## config.mk

```make
export PLATFORM = sky130hd
export DESIGN_NAME = device_fetch_seq
export DESIGN_NICKNAME = d
export VERILOG_FILES = /design/src/rtl/device_pkg.sv /design/src/rtl/device_pc_incr.sv /design/src/rtl/device_fetch_seq.sv
export SDC_FILE = /design/constraint.sdc
export NUM_CORES = 1
export LEC_CHECK = 0
export CORE_MARGIN = 2
export CORE_UTILIZATION = 39
export CTS_CLUSTER_DIAMETER = 150
export DETAILED_ROUTE_END_ITERATION = 10
export PLACE_DENSITY = 0.78
export SETUP_SLACK_MARGIN = 0.4
export SLEW_MARGIN = 20
export SYNTH_ARGS = -nofsm -noshare
export SYNTH_HDL_FRONTEND = slang
export SYNTH_SLANG_ARGS = --single-unit
```

## constraint.sdc

```tcl
create_clock -name i_clk -period 4 [get_ports i_clk]
set_input_delay 0.6 -clock i_clk [delete_from_list [all_inputs] [get_ports i_clk]]
set_output_delay 0.6 -clock i_clk [all_outputs]
set_load 0.02 [all_outputs]
```

## src/rtl/device_pkg.sv

```systemverilog
// Shared definitions for the instruction fetch sequencer.
// Holds the default widths/depth and the fetch FSM state encoding so the
// sequencer, its sub-module and any checker agree on one encoding.
package device_pkg;

  localparam int PC_BITS_DEF        = 8;   // width of every program-counter value
  localparam int INST_MEM_DEPTH_DEF = 24;  // valid instruction addresses 0..DEPTH-1
  localparam int INST_BITS_DEF      = 16;  // instruction word width

  typedef enum logic [2:0] {
    ST_IDLE  = 3'd0,  // parked, no request outstanding
    ST_REQ   = 3'd1,  // single-cycle read strobe
    ST_WAIT  = 3'd2,  // waiting for read data
    ST_HOLD  = 3'd3,  // instruction buffered, offered to consumer
    ST_FAULT = 3'd4   // bad branch target seen; left only by reset
  } fetch_state_t;

endpackage

```

## src/rtl/device_pc_incr.sv

```systemverilog
// Sequential program-counter increment with wrap-around.
// Ports:
//   i_pc     : current fetch address (PC_BITS)
//   o_pc_inc : i_pc + 1, or 0 when i_pc is the last valid address
module device_pc_incr
  import device_pkg::*;
#(
  parameter int PC_BITS        = PC_BITS_DEF,
  parameter int INST_MEM_DEPTH = INST_MEM_DEPTH_DEF
) (
  input  logic [PC_BITS-1:0] i_pc,
  output logic [PC_BITS-1:0] o_pc_inc
);

  // ">=" rather than "==" so an out-of-range value can never walk further
  // out; it folds back to address 0.
  assign o_pc_inc = (i_pc >= PC_BITS'(INST_MEM_DEPTH - 1)) ? '0 : i_pc + PC_BITS'(1);

endmodule

```

## src/rtl/device_fetch_seq.sv

```systemverilog
// Instruction fetch sequencer: issues one instruction-memory read at a time,
// buffers the returned word and offers it to a consumer, with branch
// redirects and a sticky fault for out-of-range branch targets.
//
// Ports:
//   i_clk, i_nrst           : clock, asynchronous active-low reset
//   i_run                   : level, fetching enabled while high
//   i_br_valid/i_br_target  : single-cycle branch redirect
//   o_imem_req/o_imem_addr  : one-cycle read strobe and address
//   i_imem_valid/i_imem_data: read response, 1..N cycles after the strobe
//   o_pc_next               : registered fetch PC (PC register data input)
//   o_inst/o_inst_pc        : buffered instruction and its address
//   o_inst_valid            : buffer holds an instruction
//   i_inst_ready            : consumer accepts
//   o_fault                 : sticky, branch target out of range
//   o_dbg_state             : current FSM state
//
// Consumer handshake: o_inst_valid/o_inst/o_inst_pc are offered and held
// stable until a transfer, which is a cycle where o_inst_valid && i_inst_ready
// at the rising edge. Valid never depends combinationally on ready. The only
// other way the offer is withdrawn is a branch (instruction dropped) or a
// fault.
module device_fetch_seq
  import device_pkg::*;
#(
  parameter int PC_BITS        = PC_BITS_DEF,
  parameter int INST_MEM_DEPTH = INST_MEM_DEPTH_DEF,
  parameter int INST_BITS      = INST_BITS_DEF
) (
  input  logic                 i_clk,
  input  logic                 i_nrst,
  input  logic                 i_run,
  input  logic                 i_br_valid,
  input  logic [PC_BITS-1:0]   i_br_target,
  output logic                 o_imem_req,
  output logic [PC_BITS-1:0]   o_imem_addr,
  input  logic                 i_imem_valid,
  input  logic [INST_BITS-1:0] i_imem_data,
  output logic [PC_BITS-1:0]   o_pc_next,
  output logic [INST_BITS-1:0] o_inst,
  output logic [PC_BITS-1:0]   o_inst_pc,
  output logic                 o_inst_valid,
  input  logic                 i_inst_ready,
  output logic                 o_fault,
  output fetch_state_t         o_dbg_state
);

  fetch_state_t          r_state;
  fetch_state_t          w_state_nxt;
  logic [PC_BITS-1:0]    r_fetch_pc;
  logic [PC_BITS-1:0]    w_pc_inc;
  logic [INST_BITS-1:0]  r_inst;
  logic [PC_BITS-1:0]    r_inst_pc;
  logic                  r_inst_valid;
  logic                  r_fault;
  // Set when a branch lands while a read is outstanding: the response still
  // has to be waited for (one request in flight at a time) but is thrown away.
  logic                  r_discard;

  logic                  w_tgt_in_range;
  logic                  w_br_take;
  logic                  w_br_fault;
  logic                  w_xfer;
  logic                  w_capture;

  device_pc_incr #(
    .PC_BITS        (PC_BITS),
    .INST_MEM_DEPTH (INST_MEM_DEPTH)
  ) u_pc_incr (
    .i_pc     (r_fetch_pc),
    .o_pc_inc (w_pc_inc)
  );

  assign w_tgt_in_range = (32'(i_br_target) < 32'(INST_MEM_DEPTH));
  assign w_br_take      = i_br_valid && w_tgt_in_range && (r_state != ST_FAULT);
  assign w_br_fault     = i_br_valid && !w_tgt_in_range && (r_state != ST_FAULT);
  assign w_xfer         = r_inst_valid && i_inst_ready;
  // Response is kept only if nothing redirected the fetch stream.
  assign w_capture      = (r_state == ST_WAIT) && i_imem_valid && !r_discard &&
                          !i_br_valid;

  // State register
  always_ff @(posedge i_clk or negedge i_nrst) begin
    if (!i_nrst) r_state <= ST_IDLE;
    else         r_state <= w_state_nxt;
  end

  // Next-state logic
  always_comb begin
    w_state_nxt = r_state;
    if (w_br_fault) begin
      w_state_nxt = ST_FAULT;
    end else begin
      case (r_state)
        ST_IDLE:  if (i_run) w_state_nxt = ST_REQ;
        ST_REQ:   w_state_nxt = ST_WAIT;
        ST_WAIT: begin
          if (i_imem_valid) w_state_nxt = (r_discard || w_br_take) ? ST_REQ : ST_HOLD;
        end
        ST_HOLD: begin
          if (w_br_take)   w_state_nxt = ST_REQ;
          else if (w_xfer) w_state_nxt = i_run ? ST_REQ : ST_IDLE;
        end
        ST_FAULT: w_state_nxt = ST_FAULT;
        default:  w_state_nxt = ST_IDLE;
      endcase
    end
  end

  // Output logic
  always_comb begin
    o_imem_req  = 1'b0;
    o_imem_addr = '0;
    if (r_state == ST_REQ) begin
      o_imem_req  = 1'b1;
      o_imem_addr = r_fetch_pc;
    end
  end

  // Datapath registers
  always_ff @(posedge i_clk or negedge i_nrst) begin
    if (!i_nrst) begin
      r_fetch_pc   <= '0;
      r_inst       <= '0;
      r_inst_pc    <= '0;
      r_inst_valid <= 1'b0;
      r_fault      <= 1'b0;
      r_discard    <= 1'b0;
    end else begin
      // Branch wins over the sequential advance of a same-cycle transfer.
      if (w_br_take)
        r_fetch_pc <= i_br_target;
      else if ((r_state == ST_HOLD) && w_xfer)
        r_fetch_pc <= w_pc_inc;

      if ((r_state == ST_WAIT) && i_imem_valid)
        r_discard <= 1'b0;
      else if (w_br_take && ((r_state == ST_REQ) || (r_state == ST_WAIT)))
        r_discard <= 1'b1;

      if (w_capture) begin
        r_inst       <= i_imem_data;
        r_inst_pc    <= r_fetch_pc;
        r_inst_valid <= 1'b1;
      end else if (w_br_fault || ((r_state == ST_HOLD) && (w_xfer || w_br_take))) begin
        r_inst_valid <= 1'b0;
      end

      if (w_br_fault) r_fault <= 1'b1;
    end
  end

  assign o_pc_next    = r_fetch_pc;
  assign o_inst       = r_inst;
  assign o_inst_pc    = r_inst_pc;
  assign o_inst_valid = r_inst_valid;
  assign o_fault      = r_fault;
  assign o_dbg_state  = r_state;

endmodule

```

# After elaboration in Yosys (flattened, before gate mapping)

Index checks and enable logic that the tools add are counted.

Add/sub/neg operators: 1
Magnitude comparators: 2
Equality and inequality tests: 8
Muxes and demuxes: 17
Reduce and logical (&&, ||, !) cells: 23

Operators by type and width:

| operator                                                              | count |
|---|---|
| 8-bit 2-to-1 mux                                                      | 4 |
| 3-bit 2-to-1 mux                                                      | 5 |
| 3-bit case mux with 5 select lines                                    | 1 |
| 1-bit logical AND                                                     | 11 |
| 3-bit inequality test, second input constant                          | 3 |
| 8-bit by 1-bit adder with 8-bit output, second input constant         | 1 |
| 8-bit by 5-bit >= comparator with 1-bit output, second input constant | 1 |
| 8-bit by 5-bit < comparator with 1-bit output, second input constant  | 1 |
| 3-bit by 2-bit equality test with 1-bit output, second input constant | 2 |
| 1-bit 2-to-1 mux                                                      | 6 |
| 2-bit nonzero test                                                    | 3 |
| 1-bit logical OR                                                      | 4 |
| 4-bit inequality test, second input constant                          | 1 |
| 3-bit by 1-bit equality test with 1-bit output, second input constant | 1 |
| 3-bit equality test, second input constant                            | 1 |
| 1-bit zero test                                                       | 3 |
| 3-bit zero test                                                       | 1 |
| 3-bit AND reduction                                                   | 1 |
| 2-bit 2-to-1 mux                                                      | 1 |

Bits in registers: 38
Input bits: 30
Output and inout port bits: 46

# Longest topological paths before layout

Word-level depth: 8
Mapped depth: 6
Gate-level depth less buffers: 5

# Cells and area by module

Synthesis repeated with hierarchy kept, for this count alone.

Cell total of the unflattened synthesis: 165
Area, all modules: 1974.4 µm²

Modules (own cells, without submodules):

| module           | times used | cells each | area each (µm²) |
|---|---|---|---|
| device_fetch_seq | 1          | 143        | 1815.5 |
| device_pc_incr   | 1          | 22         | 158.9 |

# Worst setup path after synthesis

Ideal clock, no wire load.

Kind: register -> output
Start: register r_state[1] (netlist: o_dbg_state[1])
End: output o_imem_addr[0]
Data arrival time: 1.233 ns
Required time: 3.400 ns
Slack: 2.167 ns
Stages on the path, launching flop included: 5
Path through: dfrtp_1 buf_4 nor2b_1 clkbuf_1 and3_1

Longest elaborated chain between the ends: 2

RTL lines:

| element                                        | line                    | source |
|---|---|---|
| start, declared                                | device_fetch_seq.sv:48  | `fetch_state_t r_state;` |
| start signal, assigned                         | device_fetch_seq.sv:85  | `else r_state <= w_state_nxt;` |
| 3-bit by 1-bit equality test with 1-bit output | device_fetch_seq.sv:114 | `if (r_state == ST_REQ) begin` |
| 8-bit 2-to-1 mux                               | device_fetch_seq.sv:114 |  |
| end, declared                                  | device_fetch_seq.sv:36  | `output logic [PC_BITS-1:0] o_imem_addr,` |

Every way passes these cells.

# Worst setup path after layout

Start: register r_state[1] (netlist: o_dbg_state[1])
End: output o_imem_addr[2]

Same word-level chain as after synthesis.

==> impl_metrics.env <==
export IMPL_hold_path_class="in -> async"
export IMPL_async_flop_share=1.00
export IMPL_slew_violations=0
export IMPL_power_density_nw_per_um2=517
export IMPL_p_total_w=0.00142
export IMPL_viasPerCell=5.29
export IMPL_gp_congestion=0.854
export IMPL_ios=76
export IMPL_synth_top_flop_cell="dfrtp_1"
export IMPL_fill_cells=401
export IMPL_vias=1461
export IMPL_syn_nets=176
export IMPL_worst_setup_path_start_kind="flip-flop"
export IMPL_path_clk_slew_ns=0.07
export IMPL_yosys_warnings=0
export IMPL_synth_top_area_share=0.509
export IMPL_synth_seq_cells=38
export IMPL_finalCriticalPeriod_ns=2.87
export IMPL_ir_drop_v=0.000210
export IMPL_drc_errors=0
export IMPL_dieArea_sq_um=5360
export IMPL_synth_top_cell_by_area="dfrtp_1"
export IMPL_area_growth_pct=46.7
export IMPL_grt_pass1_vias=1352
export IMPL_yosysMostFrequentCell="dfrtp_1"
export IMPL_cp_max_fo=10
export IMPL_row_count=25
export IMPL_htree_levels=2
export IMPL_root_buffer="clkbuf_8"
export IMPL_cts_setup_buffers=0
export IMPL_status="completed"
export IMPL_stdcell_area_sq_um=2740
export IMPL_ant_nets=0
export IMPL_die_w_microns=73.2
export IMPL_finalCritPeriodShare=0.716
export IMPL_cts_sinks=38
export IMPL_first_pass_iters=5
export IMPL_ys_top_cells_by_count="38 x dfrtp_1, 19 x mux2_4, 9 x nor2_1, 8 x and3_1, 6 x a31oi_1"
export IMPL_finish_net_count=252
export IMPL_place_hpwl_microns=2910
export IMPL_synth_edf_count=0
export IMPL_grt_max_degree=39
export IMPL_setup_viol=0
export IMPL_drt_first_iter_violations=48
export IMPL_final_core_util=0.588
export IMPL_tns_ns=0
export IMPL_max_slew_worst_pin_slew_ns=0.889
export IMPL_initial_core_util=0.401
export IMPL_grt_pass1_wl_microns=6520
export IMPL_synth_cells=145
export IMPL_clk_latency_ns=0.29
export IMPL_cap_violations=0
export IMPL_placed_area_sq_um=2630
export IMPL_antenna_found_initial=0
export IMPL_path_class="reg -> out"
export IMPL_wl_per_cell_microns=14.9
export IMPL_synthDistinctLibCells=41
export IMPL_synth_avg_cell_area_sq_um=12.9
export IMPL_cts_tree="built"
export IMPL_drive_above_1_share=0.203
export IMPL_grt_ovfl_total=0
export IMPL_hold_viol_final=0
export IMPL_fin_skew_ns=0.00888
export IMPL_fmax_mhz=349
export IMPL_p_leak_nw=1.26
export IMPL_gr_usage_all_layers=0.160
export IMPL_yosysSeqAreaShare=0.509
export IMPL_worstPathArrival_ns=2.27
export IMPL_coreArea_sq_um=4660
export IMPL_synthTopCellsByArea="dfrtp_1 51%, mux2_4 15%, mux2_2 3.0%"
export IMPL_hold_buffers=0
export IMPL_portBuffers=75
export IMPL_cts_resized_gates=0
export IMPL_wl_microns=4130
export IMPL_diodes=0
export IMPL_die_y_microns=73.2
export IMPL_numCtsBuffers=5
export IMPL_cts_buffer_depth=2
export IMPL_setup_worst_path_end_class="primary output"
export IMPL_cp_data_required_time_ns=3.40
export IMPL_hold_ws_ns=0.411
export IMPL_relSlewSlack=0.406
export IMPL_grt_setup_unrepaired="no"
export IMPL_synthesis_area_sq_um=1870
[final timing paths]
path | from | slack [ns] | depth (start not counted) | endpoint
worst max-delay path | o_dbg_state[1] | 1.13 | 3 | o_imem_addr[2]
worst min-delay path | i_nrst | 0.41 | 1 | o_dbg_state[2]
worst max register to register | o_dbg_state[2] | 1.85 | 4 | o_inst[4]
worst min register to register | o_fault | 0.48 | 1 | o_fault
max in group asynchronous | i_nrst | 3.06 | 1 | o_inst[10]
min in group i_clk | o_fault | 0.48 | 1 | o_fault
[registers in the layout, summed over array words and instances, names as in the netlist]
register / count
o_dbg_state: 3
o_inst: 16
o_fault: 1
r_discard: 1
o_inst_valid: 1
o_pc_next: 8
o_inst_pc: 8
[power by group]
part / internal [W] / total (W) / switching [W]
Sequential: 0.000466 / 0.000569 / 0.000103
Clock: 0.000183 / 0.000318 / 0.000134
Combinational: 0.000288 / 0.000530 / 0.000242
[through the flow]
stage / cells / worst slack [ns]
floorplan: 145 / 2.17
global placement: 268 / 1.43
detailed placement: 268 / 1.39
CTS: 276 / 1.15
global route: 276 / 1.04
finish: 276 / 1.13
[layout by cell type, fill, tap and decap left out, types with 5 or more instances in the layout]
master | synthesis | layout
a31oi_1 | 6 | 6
and3_1 | 8 | 8
clkbuf_8 | 0 | 5
clkdlybuf4s50_1 | 0 | 74
dfrtp_1 | 38 | 38
mux2_2 | 5 | 5
mux2_4 | 19 | 19
nor2_1 | 9 | 9
or3_1 | 5 | 5
[per-layer routing]
metal,routed length (microns),GRT usage,vias to the layer above
met5,0,0,-
met4,58,0.0617,0
met3,269,0.0483,7
met2,1910,0.236,65
met1,1890,0.219,696
li1,-,-,693
[cell families (layout without fill, tap and decap cells)]
| family | Yosys count | after routing | share of synthesized area |
|---|---|---|---|
| DFF | 38 | 38 | 0.509 |
| buffers and inverters | 9 | 86 | 0.0328 |
| AOI/OAI and AO/OA | 28 | 28 | 0.118 |
| muxes | 24 | 24 | 0.183 |
| adders and majority gates | 1 | 1 | 0.00670 |
| and+or+nand+nor | 45 | 45 | 0.150 |
[area by class of cell]
class | instances | area [sq um] | area share
Sequential cell | 38 | 951 | 0.347
Multi-Input combinational cell | 98 | 855 | 0.312
Timing Repair Buffer | 75 | 746 | 0.272
Clock buffer | 5 | 68.8 | 0.0251
Tap cell | 54 | 67.6 | 0.0247
Clock inverter | 3 | 40.0 | 0.0146
Inverter | 3 | 11.3 | 0.00411
[worst max-delay path: stages, from the launching register on]
cell	delay (ns)
dfrtp_1	0.52
nor2b_1	0.58
and3_1	0.27
clkdlybuf4s50_1	0.61
No activity file was read; power rests on OpenSTA's default activity.
